### config.mk
export PLATFORM = sky130hd
export DESIGN_NAME = pwm_apb_arbiter
export DESIGN_NICKNAME = d
export VERILOG_FILES = /design/src/rtl/pwm_apb_pkg.sv /design/src/rtl/pwm_rr_arb2.sv /design/src/rtl/pwm_apb_arbiter.sv
export SDC_FILE = /design/constraint.sdc
export NUM_CORES = 1
export LEC_CHECK = 0
export ABC_AREA = 1
export CORE_UTILIZATION = 54
export DETAILED_ROUTE_END_ITERATION = 10
export DONT_BUFFER_PORTS = 1
export PLACE_DENSITY_LB_ADDON = 0.12
export SYNTH_ARGS = -nofsm -noshare
export SYNTH_HDL_FRONTEND = slang
export SYNTH_SLANG_ARGS = --single-unit
### constraint.sdc
create_clock -name pclk_i -period 4.1 [get_ports pclk_i]
set_input_delay 0.205 -clock pclk_i [delete_from_list [all_inputs] [get_ports pclk_i]]
set_output_delay 0.205 -clock pclk_i [all_outputs]
set_load 0.005 [all_outputs]
### src/rtl/pwm_apb_pkg.sv
// Shared state encoding and bus sizes for the two-requester APB master toward pwm_controller.
package pwm_apb_pkg;

   localparam int APB_AW = 12;
   localparam int APB_DW = 32;
   localparam int NREQ   = 2;

   typedef enum logic [1:0] {
      IDLE   = 2'd0,
      SETUP  = 2'd1,
      ACCESS = 2'd2,
      DONE   = 2'd3
   } apb_state_e;

   function automatic logic [NREQ-1:0] onehot_gnt(input logic idx);
      return idx ? 2'b10 : 2'b01;
   endfunction

endpackage

### src/rtl/pwm_rr_arb2.sv
// Combinational 2-way round-robin grant; zero latency, no backpressure of its own.
module pwm_rr_arb2
   import pwm_apb_pkg::*;
(
   input  logic [NREQ-1:0] req_i,
   input  logic            last_gnt_i,
   output logic            gnt_vld_o,
   output logic            gnt_idx_o
);

   always_comb begin
      gnt_vld_o = |req_i;
      gnt_idx_o = 1'b0;
      case (req_i)
         2'b01:   gnt_idx_o = 1'b0;
         2'b10:   gnt_idx_o = 1'b1;
         // on contention the requester that did not win last time goes first
         2'b11:   gnt_idx_o = ~last_gnt_i;
         default: gnt_idx_o = 1'b0;
      endcase
   end

endmodule

### src/rtl/pwm_apb_arbiter.sv
// Two-requester APB master: round-robin grant, one APB transfer per grant, optional ACCESS timeout.
// Latency req->done is 3 cycles with a zero-wait slave; pready_i low stretches ACCESS, requests sampled only in IDLE.
module pwm_apb_arbiter
   import pwm_apb_pkg::*;
#(
   parameter int TIMEOUT = 16
) (
   input  logic                   pclk_i,
   input  logic                   preset_i,
   input  logic [NREQ-1:0]        req_i,
   input  logic [NREQ-1:0]        we_i,
   input  logic [NREQ*APB_AW-1:0] addr_i,
   input  logic [NREQ*APB_DW-1:0] wdata_i,
   output logic [NREQ-1:0]        done_o,
   output logic [APB_DW-1:0]      rdata_o,
   output logic                   err_o,
   output logic                   busy_o,
   output logic                   psel_o,
   output logic                   penable_o,
   output logic                   pwrite_o,
   output logic [APB_AW-1:0]      paddr_o,
   output logic [APB_DW-1:0]      pwdata_o,
   input  logic [APB_DW-1:0]      prdata_i,
   input  logic                   pready_i,
   input  logic                   pslverr_i
);

   localparam int CW = (TIMEOUT > 0) ? $clog2(TIMEOUT + 1) : 1;
   localparam logic [CW-1:0] CNT_MAX  = '1;
   localparam logic [CW-1:0] CNT_LAST = CW'((TIMEOUT > 0) ? TIMEOUT - 1 : 0);

   apb_state_e        state_q;
   logic              last_gnt_q;
   logic              gnt_q;
   logic [CW-1:0]     cnt_q;
   logic              psel_q;
   logic              penable_q;
   logic              pwrite_q;
   logic              err_q;
   logic              busy_q;
   logic [APB_AW-1:0] paddr_q;
   logic [APB_DW-1:0] pwdata_q;
   logic [APB_DW-1:0] rdata_q;
   logic [NREQ-1:0]   done_q;

   logic              gnt_vld_d;
   logic              gnt_idx_d;
   logic              sel_we_d;
   logic              timeout_d;
   logic [APB_AW-1:0] sel_addr_d;
   logic [APB_DW-1:0] sel_wdata_d;

   pwm_rr_arb2 u_arb (
      .req_i      (req_i),
      .last_gnt_i (last_gnt_q),
      .gnt_vld_o  (gnt_vld_d),
      .gnt_idx_o  (gnt_idx_d)
   );

   always_comb begin
      sel_we_d    = gnt_idx_d ? we_i[1] : we_i[0];
      sel_addr_d  = gnt_idx_d ? addr_i[2*APB_AW-1:APB_AW] : addr_i[APB_AW-1:0];
      sel_wdata_d = gnt_idx_d ? wdata_i[2*APB_DW-1:APB_DW] : wdata_i[APB_DW-1:0];
      // cnt_q holds the number of already-elapsed low-pready ACCESS cycles
      timeout_d   = (TIMEOUT != 0) && (cnt_q == CNT_LAST);
   end

   always_ff @(posedge pclk_i) begin
      if (preset_i) begin
         state_q    <= IDLE;
         last_gnt_q <= 1'b1;
         gnt_q      <= 1'b0;
         cnt_q      <= '0;
         psel_q     <= 1'b0;
         penable_q  <= 1'b0;
         pwrite_q   <= 1'b0;
         paddr_q    <= '0;
         pwdata_q   <= '0;
         rdata_q    <= '0;
         err_q      <= 1'b0;
         done_q     <= '0;
         busy_q     <= 1'b0;
      end else begin
         case (state_q)
            IDLE: begin
               if (gnt_vld_d) begin
                  state_q    <= SETUP;
                  gnt_q      <= gnt_idx_d;
                  last_gnt_q <= gnt_idx_d;
                  pwrite_q   <= sel_we_d;
                  paddr_q    <= sel_addr_d;
                  pwdata_q   <= sel_wdata_d;
                  cnt_q      <= '0;
                  psel_q     <= 1'b1;
                  busy_q     <= 1'b1;
               end
            end
            SETUP: begin
               state_q   <= ACCESS;
               penable_q <= 1'b1;
            end
            ACCESS: begin
               if (pready_i || timeout_d) begin
                  state_q   <= DONE;
                  psel_q    <= 1'b0;
                  penable_q <= 1'b0;
                  done_q    <= onehot_gnt(gnt_q);
                  rdata_q   <= (pready_i && !pwrite_q) ? prdata_i : '0;
                  err_q     <= pready_i ? pslverr_i : 1'b1;
               end else if (cnt_q != CNT_MAX) begin
                  cnt_q <= cnt_q + 1'b1;
               end
            end
            DONE: begin
               state_q <= IDLE;
               done_q  <= '0;
               busy_q  <= 1'b0;
            end
            default: state_q <= IDLE;
         endcase
      end
   end

   assign done_o    = done_q;
   assign rdata_o   = rdata_q;
   assign err_o     = err_q;
   assign busy_o    = busy_q;
   assign psel_o    = psel_q;
   assign penable_o = penable_q;
   assign pwrite_o  = pwrite_q;
   assign paddr_o   = paddr_q;
   assign pwdata_o  = pwdata_q;

endmodule

# After elaboration in Yosys (flattened, before gate mapping)
# Index checks and enable logic that the tools add are counted.
# word_totals
regBits	92
out_inout_bits	83
# classes
n_addsub	1
eq_ne	11
mux	21
bitwise	1
n_reduce_logical	17
# op_table
operator	count
32-bit 2-to-1 mux	2
5-bit 2-to-1 mux	3
12-bit 2-to-1 mux	1
2-bit AND reduction	6
5-bit one-hot mux with 2 select lines	1
2-bit == test (second input constant)	4
2-bit 2-to-1 mux	4
2-bit != test (second input constant)	4
1-bit one-hot mux with 2 select lines	4
2-bit one-hot mux with 4 select lines	1
2-bit nonzero test	4
5-bit by 1-bit adder with 5-bit output (second input constant)	1
5-bit by 4-bit == test with 1-bit output (second input constant)	1
5-bit != test (second input constant)	1
1-bit 2-to-1 mux	4
2-bit one-hot mux with 2 select lines	1
4-bit AND reduction	1
3-bit AND reduction	1
2-bit by 1-bit == test with 1-bit output (second input constant)	1
2-bit logical NOT	1
2-bit OR reduction	1
1-bit logical AND	1
1-bit logical NOT	1
1-bit logical OR	1
1-bit inverter	1

# Logic depth before layout (Yosys ltp)
# logic_depth
depth_word	4
mapped_depth	11

# Modules after synthesis
# A second synthesis with hierarchy kept.
# hier_totals
hier_cells	546
hier_area_um2	4047.6
# modules_own_cells
mod	n_inst	cells_per_inst	area_each_um2	seq_area_each_um2
pwm_apb_arbiter	1	543	4032.6	1841.8
pwm_rr_arb2	1	3	15.0	0.0

# Worst setup path after synthesis
# No wires, ideal clock.
# synth_timing
kind	reg2reg
start	register cnt_q[0]
end	register cnt_q[0]
setup_ns	0.116
t_arrival_ns	1.519
t_required_ns	3.984
slack_ns	2.465
stages_incl_launch_ff	9
n_path_buf	0
period_less_slack_ns	1.635
cell_sequence	dfxtp_1 > ha_1 > nand2_1 > nor2_1 > ha_1 > o21ai_2 > nand3_1 > o21ai_0 > nor2_1
# synth_between
elab_chain_len	4
word_cells_on_any_way	10
# synth_lines
item	line	source
from (decl)	pwm_apb_arbiter.sv:35	logic [CW-1:0] cnt_q;
from (signal assigned)	pwm_apb_arbiter.sv:111	cnt_q <= cnt_q + 1'b1;
5-bit by 1-bit adder with 5-bit output or 5-bit by 4-bit == test with 1-bit output (tied branches)	pwm_apb_arbiter.sv:111, pwm_apb_arbiter.sv:65	
5-bit 2-to-1 mux or 1-bit logical OR (tied branches)	pwm_apb_arbiter.sv:110, pwm_apb_arbiter.sv:103	
5-bit 2-to-1 mux or 2-bit != test (tied branches)	-	
5-bit one-hot mux with 2 select lines or 4-bit AND reduction (tied branches)	-	
# Parallel ways exist; a longest one is shown, timed or not. The select of a mux whose other input is x is not followed.
# A chain may end at the register's enable or synchronous reset.

# Final worst setup path
# layout_timing
start	register state_q[1]
end	register pwdata_q[17], in the netlist pwdata_o[17]
# layout_between
elab_chain_len	2
# layout_lines
item	line	source
from (decl)	pwm_apb_arbiter.sv:32	apb_state_e state_q;
from (signal assigned)	pwm_apb_arbiter.sv:70	state_q <= IDLE;
from (signal assigned)	pwm_apb_arbiter.sv:87	state_q <= SETUP;
from (signal assigned)	pwm_apb_arbiter.sv:99	state_q <= ACCESS;
2-bit logical NOT	pwm_apb_arbiter.sv:84	case (state_q)
2-bit AND reduction (no source line)	-	
to (signal assigned)	pwm_apb_arbiter.sv:92	pwdata_q <= sel_wdata_d;
to (decl)	pwm_apb_arbiter.sv:42	logic [APB_DW-1:0] pwdata_q;
# No other way between the ends.

==> impl_results.md <==
- Multi-input gate area: about 1700 µm²
- Final Non-Filler Cells: 682
- Initial Util: 0.5717
- Antenna violations before repair: 0
- Skew final: 0.01128 ns
- Worst Path Required: 4.35 ns
- CP Max Fanout: 92
- Clock transition at path regs: 0.10 ns
- Placed cell area: between 3000 and 4000 µm²
- Prevailing post-synth register cell: dfxtp_1
- Layout cells sized above 1: 0.04437
- Minimum clock period: 2.355 ns
- CP max-delay cell: inv_2
- Global route overflow: 0
- Core area: 6944 µm²
- Period utilisation layout: 0.5744
- Tot GR Track Use: 0.2728
- Die area: approximately 7700 µm²
- Syn avg cell area: 7.352 µm²
- Via count: 3771
- Cell Pwr Density: 580.8 nW/µm²
- Register bit total from synthesis: 92
- Global-route wire length before repair: 16.30 mm
- Fmax achieved: between 400 and 500 MHz
- Die X: 87.75 µm
- Unrepaired setup endpoints after global routing: false
- Largest net degree at the start of global routing: just over 90
- CTS tree: yes
- Final wirelength: about 11 mm
- Worst Hold End: rdata_o[26]
- Post-synth EDFFs: 0
- Wire per inst: 16.06 µm
- VDD IR max: 0.0003681 V
- Initial DRC count: approximately 150
- Startpoint types: register
- Hold path depth: 2
- MaxCap Viol Count: 0
- Ant diodes: 0
- Routed vias/inst: 5.529
- H-tree depth: 3
- Root Driver: clkbuf_8
- Worst r2r dst: pwdata_o[17]
- Die height: slightly below 90 µm
- Placed cells: 601
- Area growth, synth to finish: 21.34%
- Worst Max-Slew Pin Slew: 1.153 ns
- Critical hold path startpoint: prdata_i[26]
- Peak per-stage delay on the critical path: just over 0.8 ns
- Clk Latency, worst-skew pair: 0.35 ns
- CTS Buf Count: 9
- Row cnt: 30
- Syn Std Cell Area: between 3000 and 4000 µm²
- Async SR Flop Fraction: 0
- Pre-antenna DRT Iters: 5
- Top Family by Delay on Critical Path: buffers and inverters
- Gp weighted congestion: 0.8100
- Arr. time, crit path: 2.60 ns
- Port Buf Inserts: 0
- Final Hold Fails: 0
- Worst-path cell chain: inv_1 > ha_1 > o21ai_2 > inv_2 > o21ai_0 > a21oi_1 > nor2_1
- Ys Warns: 0
- Post-layout nets: 716
- Finished Cell Area: 4817 µm²
- Slew Limit Fails: 0
- Most frequent cells in the layout: dfxtp_1, o21ai_0, nand3_1
- Leak pwr: 2.144 nW
- Status: finished clean
- CTS sink count: 92
- Hold Crit Class: primary input to register
- Sequential Area: 1842 µm²
- Routed Antenna Nets: 0
- Synthesized instance count: 540
- Buf+Inv Stages, Crit Path: 2
- DRC errors left: 0
- Clk buf depth: 2
- # IOs: 211
- Post-CTS Setup Bufs: 0
- Fillers: 546
- CP endpoint kind: register
- R2r worst-path depth: 7
- Most common cell after layout, fill and taps aside: dfxtp_1
- Netlist cell types: 24
- Kind of critical path: register to register
- Slew headroom: 0.2287
- Post-synthesis sequential area ratio: 0.4639
- Worst flop-to-flop path startpoint: state_q[1]
- Vias in the first global route: 3592
- Hold slack final: 0.006612 ns
- Flop2flop setup slack: 1.75 ns
- Setup tns final: 0 ns
- DP HPWL: 6.809 mm
- Syn Nets: 675
- Setup violators final: 0
## layer usage
metal | GRT usage | part of all wire | wire, µm
met1 | 0.2878 | 0.37 | 4081
met2 | 0.5053 | 0.53 | 5756
met3 | 0.07540 | 0.080 | 871
met4 | 0.1177 | 0.022 | 245
met5 | 0 | 0 | 0
## worst reg2reg max path: stages, from the launching register on
cell and delay (ns):
dfxtp_1 0.35, inv_1 0.11, ha_1 0.27, o21ai_2 0.11, inv_2 0.82, o21ai_0 0.34, a21oi_1 0.21, nor2_1 0.05
## state kept, by name, indices dropped and copies added (netlist names)
register	flops
rdata_o	32
psel_o	1
busy_o	1
last_gnt_q	1
penable_o	1
pwrite_o	1
pwdata_o	32
gnt_q	1
paddr_o	12
done_o	2
cnt_q	5
err_o	1
state_q	2
## what timing repair did
item                                    in CTS  in global routing
gates resized for setup                      0                  0
hold endpoints to repair                    73                  1
endpoints found under the setup margin       0                  0
hold buffers                                64                  1
## cell type report
cell class,count,share of cell area
Clock buffer,9,0.02571
Clock inverter,7,0.02519
Inverter,59,0.04597
Multi-Input combinational cell,351,0.3561
Sequential cell,92,0.3823
Tap cell,96,0.02494
Timing Repair Buffer,68,0.1397
## through the flow
| stage | worst slack, ns | power (W) | utilization |
|---|---|---|---|
| floorplan | 2.465 | 0.001892 | - |
| detailed placement | 1.771 | 0.002011 | 0.5647 |
| finish | 1.745 | 0.002798 | 0.6937 |
| global placement | 1.824 | 0.001989 | 0.5647 |
| global route | 1.429 | 0.002994 | 0.6937 |
| CTS | 1.743 | 0.002799 | 0.6923 |
## synthesized netlist by cell type, types with 3 or more instances
| cell type | count | share of area |
|---|---|---|
| a21oi_1 | 57 | 0.072 |
| clkbuf_1 | 9 | 0.0085 |
| buf_4 | 5 | 0.0095 |
| inv_1 | 56 | 0.053 |
| o21ai_0 | 76 | 0.096 |
| dfxtp_1 | 92 | 0.46 |
| buf_2 | 22 | 0.028 |
| nand3_1 | 68 | 0.086 |
| nand2_1 | 55 | 0.052 |
| nor2_1 | 57 | 0.054 |
| ha_1 | 7 | 0.022 |
| o21ai_1 | 19 | 0.024 |
| o211ai_1 | 3 | 0.0057 |
## power by group
group	switching [W]	internal (W)
Combinational	0.000506	0.000272
Clock	0.000328	0.000410
Sequential	0.000177	0.00111
## logic make-up after synthesis
kind of cell             Yosys count  synth area share
adder cells (fa/ha/maj)            7           0.02206
flip-flops                        92            0.4639
AO/OA/AOI/OAI                    158            0.2064
buffers and inverters             97            0.1056
AND/OR/NAND/NOR                  186            0.2020
## how the worst max path moves through the flow
stage               start      endpoint  slack, ns  cells after the start
2_1_floorplan    cnt_q[0]      cnt_q[0]       2.47                      8
3_3_place_gp   state_q[0]  pwdata_o[17]       1.82                      7
3_5_place_dp   state_q[1]  pwdata_o[17]       1.77                      7
4_1_cts        state_q[1]  pwdata_o[17]       1.74                      7
5_1_grt        state_q[1]  pwdata_o[15]       1.43                      7
6_report       state_q[1]  pwdata_o[17]       1.75                      7
Note: power is estimated with default switching activity, not from simulation.
